--- config.mk ---
export PLATFORM = sky130hd
export DESIGN_NAME = mem_access_sequencer
export DESIGN_NICKNAME = d
export VERILOG_FILES = /design/src/rtl/mem_seq_pkg.sv /design/src/rtl/mem_req_arbiter.sv /design/src/rtl/mem_access_sequencer.sv
export SDC_FILE = /design/constraint.sdc
export NUM_CORES = 1
export LEC_CHECK = 0
export CORE_MARGIN = 8
export CORE_UTILIZATION = 46
export DETAILED_ROUTE_END_ITERATION = 10
export PLACE_DENSITY = 0.77
export RECOVER_POWER = 100
export SLEW_MARGIN = 5
export SYNTH_ARGS = -nofsm -noshare
export SYNTH_HDL_FRONTEND = slang
export SYNTH_SLANG_ARGS = --single-unit
--- constraint.sdc ---
create_clock -name Clk -period 2.6 [get_ports Clk]
set_input_delay 0.52 -clock Clk [delete_from_list [all_inputs] [get_ports Clk]]
set_output_delay 0.52 -clock Clk [all_outputs]
set_load 0.005 [all_outputs]
--- src/rtl/mem_seq_pkg.sv ---
// Shared encodings for the memory access sequencer:
// sizes, RAM direction, FSM states, byte-count and alignment helpers.
package mem_seq_pkg;

  localparam logic [1:0] SZ_BYTE = 2'b00;
  localparam logic [1:0] SZ_HALF = 2'b01;
  localparam logic [1:0] SZ_WORD = 2'b10;

  localparam logic RW_READ  = 1'b1;
  localparam logic RW_WRITE = 1'b0;

  typedef enum logic [2:0] {
    IDLE  = 3'b000,
    ISSUE = 3'b001,
    WAIT  = 3'b010,
    DONE  = 3'b011,
    ERR   = 3'b100
  } state_t;

  // index of the last byte of an access (nbytes - 1)
  function automatic logic [1:0] last_idx(
    input logic [1:0] sz
  );
    case (sz)
      SZ_WORD: last_idx = 2'd3;
      SZ_HALF: last_idx = 2'd1;
      default: last_idx = 2'd0;
    endcase
  endfunction

  function automatic logic bad_access(
    input logic [1:0] sz,
    input logic [1:0] a
  );
    case (sz)
      SZ_BYTE: bad_access = 1'b0;
      SZ_HALF: bad_access = a[0];
      SZ_WORD: bad_access = (a != 2'b00);
      default: bad_access = 1'b1;
    endcase
  endfunction

endpackage

--- src/rtl/mem_req_arbiter.sv ---
// Grant decision between fetch and data requesters.
// Ports: Clk, Reset, if_req, d_req, grant (IDLE strobe) -> grant_if, grant_d.
module mem_req_arbiter (
  input  logic Clk,
  input  logic Reset,
  input  logic if_req,
  input  logic d_req,
  input  logic grant,
  output logic grant_if,
  output logic grant_d
);
  import mem_seq_pkg::*;

  // consecutive data grants taken while a fetch was waiting
  logic [1:0] starve;

  assign grant_d  = grant && d_req &&
                    !(starve == 2'd2 && if_req);
  assign grant_if = grant && if_req && !grant_d;

  always_ff @(posedge Clk) begin
    if (Reset)
      starve <= 2'd0;
    else if (grant_if)
      starve <= 2'd0;
    else if (grant_d)
      starve <= if_req ? starve + 2'd1 : 2'd0;
  end

endmodule

--- src/rtl/mem_access_sequencer.sv ---
// Shares a byte-wide RAM between fetch and load/store, splitting
// accesses into big-endian byte ops with alignment and timeout errors.
module mem_access_sequencer #(
  parameter int ADDR_W  = 8,
  parameter int TIMEOUT = 15
) (
  input  logic              Clk,
  input  logic              Reset,
  input  logic              if_req,
  input  logic [ADDR_W-1:0] if_addr,
  output logic              if_done,
  output logic [31:0]       if_rdata,
  input  logic              d_req,
  input  logic              d_we,
  input  logic [1:0]        d_size,
  input  logic [ADDR_W-1:0] d_addr,
  input  logic [31:0]       d_wdata,
  output logic              d_done,
  output logic [31:0]       d_rdata,
  output logic              err,
  output logic              ram_en,
  output logic              ram_rw,
  output logic [ADDR_W-1:0] ram_addr,
  output logic [7:0]        ram_wdata,
  input  logic [7:0]        ram_rdata,
  input  logic              ram_moc
);
  import mem_seq_pkg::*;

  localparam int WCW = $clog2(TIMEOUT + 1);
  localparam logic [WCW-1:0] WLAST = WCW'(TIMEOUT - 1);

  state_t state, nxt;

  logic [ADDR_W-1:0] base;
  logic [1:0]        size;
  logic [1:0]        idx;
  logic              we;
  logic              own_if;
  logic [31:0]       wdata;
  logic [31:0]       asm_q;
  logic [31:0]       asm_d;
  logic [WCW-1:0]    wcnt;

  logic              grant_if;
  logic              grant_d;
  logic              granted;
  logic [ADDR_W-1:0] req_addr;
  logic [1:0]        req_size;
  logic [1:0]        lane;
  logic              last;

  mem_req_arbiter u_arb (
    .Clk      (Clk),
    .Reset    (Reset),
    .if_req   (if_req),
    .d_req    (d_req),
    .grant    (state == IDLE),
    .grant_if (grant_if),
    .grant_d  (grant_d)
  );

  assign granted  = grant_if | grant_d;
  assign req_addr = grant_if ? if_addr : d_addr;
  assign req_size = grant_if ? SZ_WORD : d_size;

  // big-endian: byte index 0 maps to the most significant lane
  assign lane = last_idx(size) - idx;
  assign last = (idx == last_idx(size));

  always_ff @(posedge Clk) begin
    if (Reset)
      state <= IDLE;
    else
      state <= nxt;
  end

  always_comb begin
    nxt       = state;
    ram_en    = 1'b0;
    ram_rw    = 1'b0;
    ram_addr  = '0;
    ram_wdata = 8'h00;
    if_done   = 1'b0;
    d_done    = 1'b0;
    err       = 1'b0;
    asm_d     = asm_q;
    asm_d[{lane, 3'b000} +: 8] = ram_rdata;
    unique case (state)
      IDLE: begin
        if (granted)
          nxt = bad_access(req_size, req_addr[1:0])
                ? ERR : ISSUE;
      end
      ISSUE: begin
        ram_rw    = we ? RW_WRITE : RW_READ;
        ram_addr  = base + ADDR_W'(idx);
        ram_wdata = wdata[{lane, 3'b000} +: 8];
        nxt       = WAIT;
      end
      WAIT: begin
        ram_en    = 1'b1;
        ram_rw    = we ? RW_WRITE : RW_READ;
        ram_addr  = base + ADDR_W'(idx);
        ram_wdata = wdata[{lane, 3'b000} +: 8];
        if (ram_moc)
          nxt = last ? DONE : ISSUE;
        else if (wcnt == WLAST)
          nxt = ERR;
      end
      DONE: begin
        if_done = own_if;
        d_done  = !own_if;
        nxt     = IDLE;
      end
      ERR: begin
        if_done = own_if;
        d_done  = !own_if;
        err     = 1'b1;
        nxt     = IDLE;
      end
      default: nxt = IDLE;
    endcase
  end

  always_ff @(posedge Clk) begin
    if (Reset) begin
      base     <= '0;
      size     <= 2'b00;
      idx      <= 2'd0;
      we       <= 1'b0;
      own_if   <= 1'b0;
      wdata    <= 32'h0;
      asm_q    <= 32'h0;
      wcnt     <= '0;
      if_rdata <= 32'h0;
      d_rdata  <= 32'h0;
    end else begin
      if (state == IDLE && granted) begin
        base   <= req_addr;
        size   <= req_size;
        we     <= grant_if ? 1'b0 : d_we;
        wdata  <= d_wdata;
        own_if <= grant_if;
        idx    <= 2'd0;
        wcnt   <= '0;
        asm_q  <= 32'h0;
      end
      if (state == WAIT) begin
        if (ram_moc) begin
          wcnt <= '0;
          idx  <= idx + 2'd1;
          if (!we)
            asm_q <= asm_d;
          // load the result on entry to DONE so it is
          // already valid while the done pulse is high
          if (last && !we) begin
            if (own_if)
              if_rdata <= asm_d;
            else
              d_rdata <= asm_d;
          end
        end else begin
          wcnt <= wcnt + WCW'(1);
        end
      end
    end
  end

endmodule

Word level (Yosys, flattened, before mapping)
Cells that the tools add are included.
{"block": "word_totals", "ff_bits": 151, "input_bits": 64, "out_inout_bits": 85, "wordCells": 90}
{"block": "classes", "n_addsub": 6, "eq_ne": 13, "n_shift": 3, "n_mux": 33, "n_bitwise": 2, "n_reduce_logical": 21}
{"op": "2-to-1 mux 32 bit", "n": 4}
{"op": "bitwise mux 32 bit", "n": 1}
{"op": "variable shift 8 x 7 -> 32 bit (first input constant)", "n": 1}
{"op": "indexed part select 32 x 6 -> 8 bit", "n": 1}
{"op": "indexed part select 8 x 7 -> 32 bit", "n": 1}
{"op": "2-to-1 mux 8 bit", "n": 3}
{"op": "2-to-1 mux 2 bit", "n": 6}
{"op": "2-to-1 mux 3 bit", "n": 4}
{"op": "2-to-1 mux 4 bit", "n": 3}
{"op": "2-to-1 mux 1 bit", "n": 9}
{"op": "case mux 3 bit (3 select lines)", "n": 1}
{"op": "adder 8 x 2 -> 8 bit", "n": 1}
{"op": "AND reduction 4 bit", "n": 2}
{"op": "logical AND 1 bit", "n": 7}
{"op": "negator 5 -> 7 bit", "n": 1}
{"op": "equality test 2 bit (second input constant)", "n": 3}
{"op": "equality test 3 x 2 -> 1 bit (second input constant)", "n": 2}
{"op": "OR reduction 2 bit", "n": 3}
{"op": "adder 2 x 1 -> 2 bit (second input constant)", "n": 2}
{"op": "adder 4 x 1 -> 4 bit (second input constant)", "n": 1}
{"op": "equality test 2 x 1 -> 1 bit (second input constant)", "n": 2}
{"op": "equality test 4 bit (second input constant)", "n": 1}
{"op": "logical NOT 1 bit", "n": 4}
{"op": "case mux 2 bit (2 select lines)", "n": 1}
{"op": "13 further kinds", "n": 14}

Depth between registers and ports, before layout
Gate-level depths: netlist of run 1.
{"block": "logic_depth", "depth_word": 14, "ltp_mapped": 12, "mapped_depth_nobuf": 10}

By module
A second synthesis of run 1 with hierarchy kept.
{"block": "unflattened", "hier_cells": 780, "area_unflattened_um2": 6541.3}
{"mod": "mem_access_sequencer", "n_inst": 1, "cells_each": 766, "area_each_um2": 6407.4, "seq_area_each_um2": 2982.9}
{"mod": "mem_req_arbiter", "n_inst": 1, "cells_each": 14, "area_each_um2": 133.9, "seq_area_each_um2": 40.0}

Worst setup path before layout of run 1
OpenSTA, ideal clock, no wires.
{"block": "synth_timing", "path_type": "register to register", "from": "reg size[0]", "to": "reg d_rdata[8]", "setup_time_ps": 71, "arrival_time_ps": 2798, "required_time_ps": 2529, "setup_slack_ps": -269, "stages_incl_launch_ff": 12, "path_buffers": 1, "period_less_slack_ps": 2869, "cell_sequence": "dfxtp_1 inv_1 ha_1 ha_1 xnor2_2 buf_6 inv_1 ha_1 nor4b_2 a22o_1 nand2_1 a21oi_1"}
{"block": "synth_via", "elab_chain_len": 6, "word_cells_on_any_way": 11, "cone_classes": "add/sub (2); eq/ne (3); shift (2); mux (2); reduce/logical (2)"}
{"item": "start, declared", "line": "mem_access_sequencer.sv:36", "source": "logic [1:0] size;"}
{"item": "start signal, assigned", "line": "mem_access_sequencer.sv:141", "source": "size <= req_size;"}
{"item": "equality test 2 x 1 -> 1 bit or equality test 2 bit (tied branches)", "line": "mem_seq_pkg.sv:24", "source": "case (sz)"}
{"item": "case mux 2 bit (2 select lines) *", "line": "mem_seq_pkg.sv:24"}
{"item": "subtractor 2 bit", "line": "mem_access_sequencer.sv:68", "source": "assign lane = last_idx(size) - idx;"}
{"item": "negator 5 -> 7 bit", "line": "mem_access_sequencer.sv:88", "source": "asm_d[{lane, 3'b000} +: 8] = ram_rdata;"}
{"item": "indexed part select 8 x 7 -> 32 bit or variable shift 8 x 7 -> 32 bit (tied branches)", "line": "mem_access_sequencer.sv:88"}
{"item": "bitwise mux 32 bit", "line": "mem_access_sequencer.sv:88"}
{"item": "end signal, assigned", "line": "mem_access_sequencer.sv:161", "source": "d_rdata <= asm_d;"}
{"item": "end, declared", "line": "mem_access_sequencer.sv:19", "source": "output logic [31:0] d_rdata,"}
Mark *: on every way between the ends. The rest lies on a longest branch, timed or not.
A chain may end at the register's enable or synchronous reset.

Worst setup path in the final report of run 1
{"block": "layout_timing", "from": "reg size[0]", "to": "out ram_wdata[7]"}
{"block": "layout_via", "elab_chain_len": 5, "word_cells_on_any_way": 6, "cone_classes": "add/sub (1); eq/ne (2); shift (1); mux (2)"}
{"item": "equality test 2 x 1 -> 1 bit or equality test 2 bit (tied branches)", "line": "mem_seq_pkg.sv:24"}
{"item": "case mux 2 bit (2 select lines) *", "line": "mem_seq_pkg.sv:24"}
{"item": "subtractor 2 bit *", "line": "mem_access_sequencer.sv:68"}
{"item": "indexed part select 32 x 6 -> 8 bit *", "line": "mem_access_sequencer.sv:98, mem_access_sequencer.sv:105"}
{"item": "2-to-1 mux 8 bit *"}
{"item": "end, declared", "line": "mem_access_sequencer.sv:24", "source": "output logic [7:0] ram_wdata,"}
Marked as above.

==> results.sh, run 1 <==
export IMPL_h_tree_depth=4
export IMPL_worst_pin_slew_ns=0.751
export IMPL_yosys_area_share_xor_xnor_pct=1.42
export IMPL_critical_path_max_stage_delay_ns=0.32
export IMPL_critPathKind="reg2out"
export IMPL_yosysTopAreaCell="dfxtp_1"
export IMPL_initial_core_util_pct=47.3
export IMPL_wire_per_inst_um=16.3
export IMPL_cts_sinks=151
export IMPL_syn_nets=840
export IMPL_synth_area_leaders="dfxtp_1 46%, mux2i_1 8.7%, nand2_1 8.6%, a21oi_1 5.6%, nor2_1 5.4%"
export IMPL_ys_flop_type="dfxtp_1"
export IMPL_preCtsSetupSlack_ns=-0.0947
export IMPL_portBuffers=148
export IMPL_status="finished clean"
export IMPL_ys_seq_area_share_pct=45.9
export IMPL_drive_gt1_share_pct=11.5
export IMPL_cts_buffers=17
export IMPL_finalNonFillerCells=1100
export IMPL_timing_slew_headroom_pct=49.6
export IMPL_p_leak_nw=3.63
export IMPL_synthAdderAreaFrac_pct=2.39
export IMPL_worstPathRequired_ns=2.08
export IMPL_hp_class="reg2reg"
export IMPL_grt_use_total_pct=18.8
export IMPL_finalSetupViolations=0
export IMPL_final_common_cell="nand2_1"
export IMPL_syn_inst=764
export IMPL_path_max_fanout=6
export IMPL_placed_area_mm2=0.00832
export IMPL_fin_crit_sh_pct=99.9
export IMPL_tns_ns=0
export IMPL_synth_simple_area_share_pct=19.3
export IMPL_die_area_mm2=0.0184
export IMPL_nets=983
export IMPL_via_per_inst=5.33
export IMPL_synth_cell_types=51
export IMPL_globalRouteOverflowTotal=0
export IMPL_grt_pass1_vias=5355
export IMPL_clk_pin_slew_ns=0.06
export IMPL_yosys_warnings=0
export IMPL_routed_wl_mm=17.9
export IMPL_fin_worst_skew_ns=0.00825
export IMPL_die_y_um=136
export IMPL_clock_path_buffers=2
export IMPL_fmax_mhz=385
export IMPL_coreArea_mm2=0.0139
export IMPL_worstSetupEndpointType="output pin"
export IMPL_critPathSlowestCell="dfxtp_2"
export IMPL_hpwlAfterDp_mm=11.9
export IMPL_n_antenna_cell=0
export IMPL_place_gp_congestion=0.832
export IMPL_firstDrtPassIters=7
export IMPL_syn_avg_cell_area_um2=8.62
export IMPL_drv_slew=0
export IMPL_synthMuxAreaShare_pct=8.66
export IMPL_root_buffer="clkbuf_16"
export IMPL_yosys_register_bits=151
export IMPL_synth_top_family_by_area="simple AND/OR/NAND/NOR gates"
export IMPL_cp_cell_sequence="inv_2, ha_4, xor2_4, xnor2_4, buf_12, buf_12, mux2i_1, o22ai_1, buf_2"
export IMPL_placed_cells=1063
export IMPL_syn_area_mm2=0.00659
export IMPL_drcViolationCount=0
export IMPL_pin_count=149
export IMPL_holdWs_ns=0.445
export IMPL_utilization_pct=64.8
export IMPL_crit_path_frequent_cell="buf_12"
export IMPL_grt_pass1_wl_mm=27.8
export IMPL_synth_compound_area_share_pct=16.8
export IMPL_rsz0062_at_grt="yes"
export IMPL_antenna_found_initial=0
export IMPL_synth_top_area_share_pct=45.9
export IMPL_final_cell_mix="151 x nand2_1, 146 x dfxtp_1, 94 x nor2_1"
export IMPL_num_vias=5862
export IMPL_fin_ws_ns=0.00204
export IMPL_rows=43
export IMPL_cts_tree="done"
export IMPL_period_needed_ns=2.60
export IMPL_grt_start_max_net_pins=150
export IMPL_synth_enable_flop_cells=0
export IMPL_die_w_um=136
export IMPL_crit_arrival_ns=2.08
export IMPL_insertion_delay_ns=0.42
export IMPL_async_flop_share_pct=0
export IMPL_power_total_mw=6.50
export IMPL_ir_drop_v=0.000506
export IMPL_cp_start_kind="flip-flop"
export IMPL_timing_final_hold_violations=0
export IMPL_stdcell_area_mm2=0.00903
export IMPL_synthToLayoutAreaGrowth_pct=37.0
export IMPL_ant_nets=0
export IMPL_drv_cap=0
export IMPL_p_per_area_mw_per_mm2=720
export IMPL_hold_buffers=0
export IMPL_drt_iter0_drc=433
[cell type report]
type                       instances  area, um2
clock buffer                      19        433
clock inverter                    13        169
fill                            1124       4910
inverter                          20       75.1
multi-input combinational        536       3350
sequential                       151       3030
tap                              180        225
timing repair buffer             181       1750
[power by group]
part	leakage [nW]	internal, mW	switching (mW)
registers	1.23	2.44	0.101
logic	2.11	0.610	0.823
clock network	0.299	1.53	0.999
total	3.63	4.57	1.92
[registers in the layout (all words and copies together), names as in the netlist, 2 cells and up]
name / flops
asm_q: 32
base: 8
d_rdata: 32
idx: 2
if_rdata: 32
size: 2
state: 3
u_arb.starve: 2
wcnt: 4
wdata: 32
[Yosys cell counts, drive strengths merged, types with 2 or more instances]
master	instances
a22o	24
xnor2	3
and4	2
nand2b	3
a22oi	33
nor4bb	2
a211oi	11
or2	2
clkbuf	32
a21oi	75
nand3	9
or3	3
nor4	2
nor2b	2
nor3	2
o21a	3
buf	25
nor3b	4
nand2	151
o22ai	18
dfxtp	151
ha	11
mux2i	57
xor2	6
a21o	2
inv	20
nor2	95
nand4	3
[metal layers]
| metal | GRT usage [%] | vias to the layer above | routed length, um |
|---|---|---|---|
| met5 | 0 | - | 0 |
| met4 | 5.55 | 0 | 227 |
| met3 | 6.79 | 21 | 1530 |
| met2 | 30.1 | 196 | 8490 |
| met1 | 23.2 | 2729 | 7640 |
| li1 | - | 2916 | - |
[kinds of logic (layout without fill, tap and decap cells)]
logic type,after synthesis,after routing
muxes,57,57
and+or+nand+nor,287,287
DFF,151,151
adders and majority gates,12,12
AOI/OAI and AO/OA,171,171
buffers and inverters,77,233
xor gates and xnor gates,9,9
[worst max-delay path, delay by kind of cell, from the launching register on]
kind,cells,cell delay [ns]
buffers and inverters,4,0.46
XOR/XNOR,2,0.37
flip-flops,1,0.32
multiplexers,1,0.23
adder cells (fa/ha/maj),1,0.15
AO/OA/AOI/OAI,1,0.11
[worst paths after layout]
path | slack (ns) | cells past startpoint | end | startpoint
setup / recovery | 0.002 | 9 | ram_wdata[7] | size[0]
hold / removal | 0.44 | 2 | d_rdata[16] | d_rdata[16]
setup reg to reg | 0.06 | 12 | d_rdata[12] | size[0]
hold reg to reg | 0.44 | 2 | d_rdata[16] | d_rdata[16]
[timing repair]
| item | 4_1_cts | 5_1_grt |
|---|---|---|
| gates cloned | 1 | 0 |
| setup buffers | 5 | 1 |
| endpoints found under the setup margin | 45 | 60 |
| pin swaps | 9 | 9 |
| gates resized for setup | 56 | 23 |
Power figures use the tool's default switching activity.
==> inputs of run 2 (changes only) <==
Settings changed: CAP_MARGIN from default to 20, HOLD_SLACK_MARGIN from default to 0.12.
==> results of run 2 <==
Same layout as run 1: the final DEF is identical, and so are final timing and power.
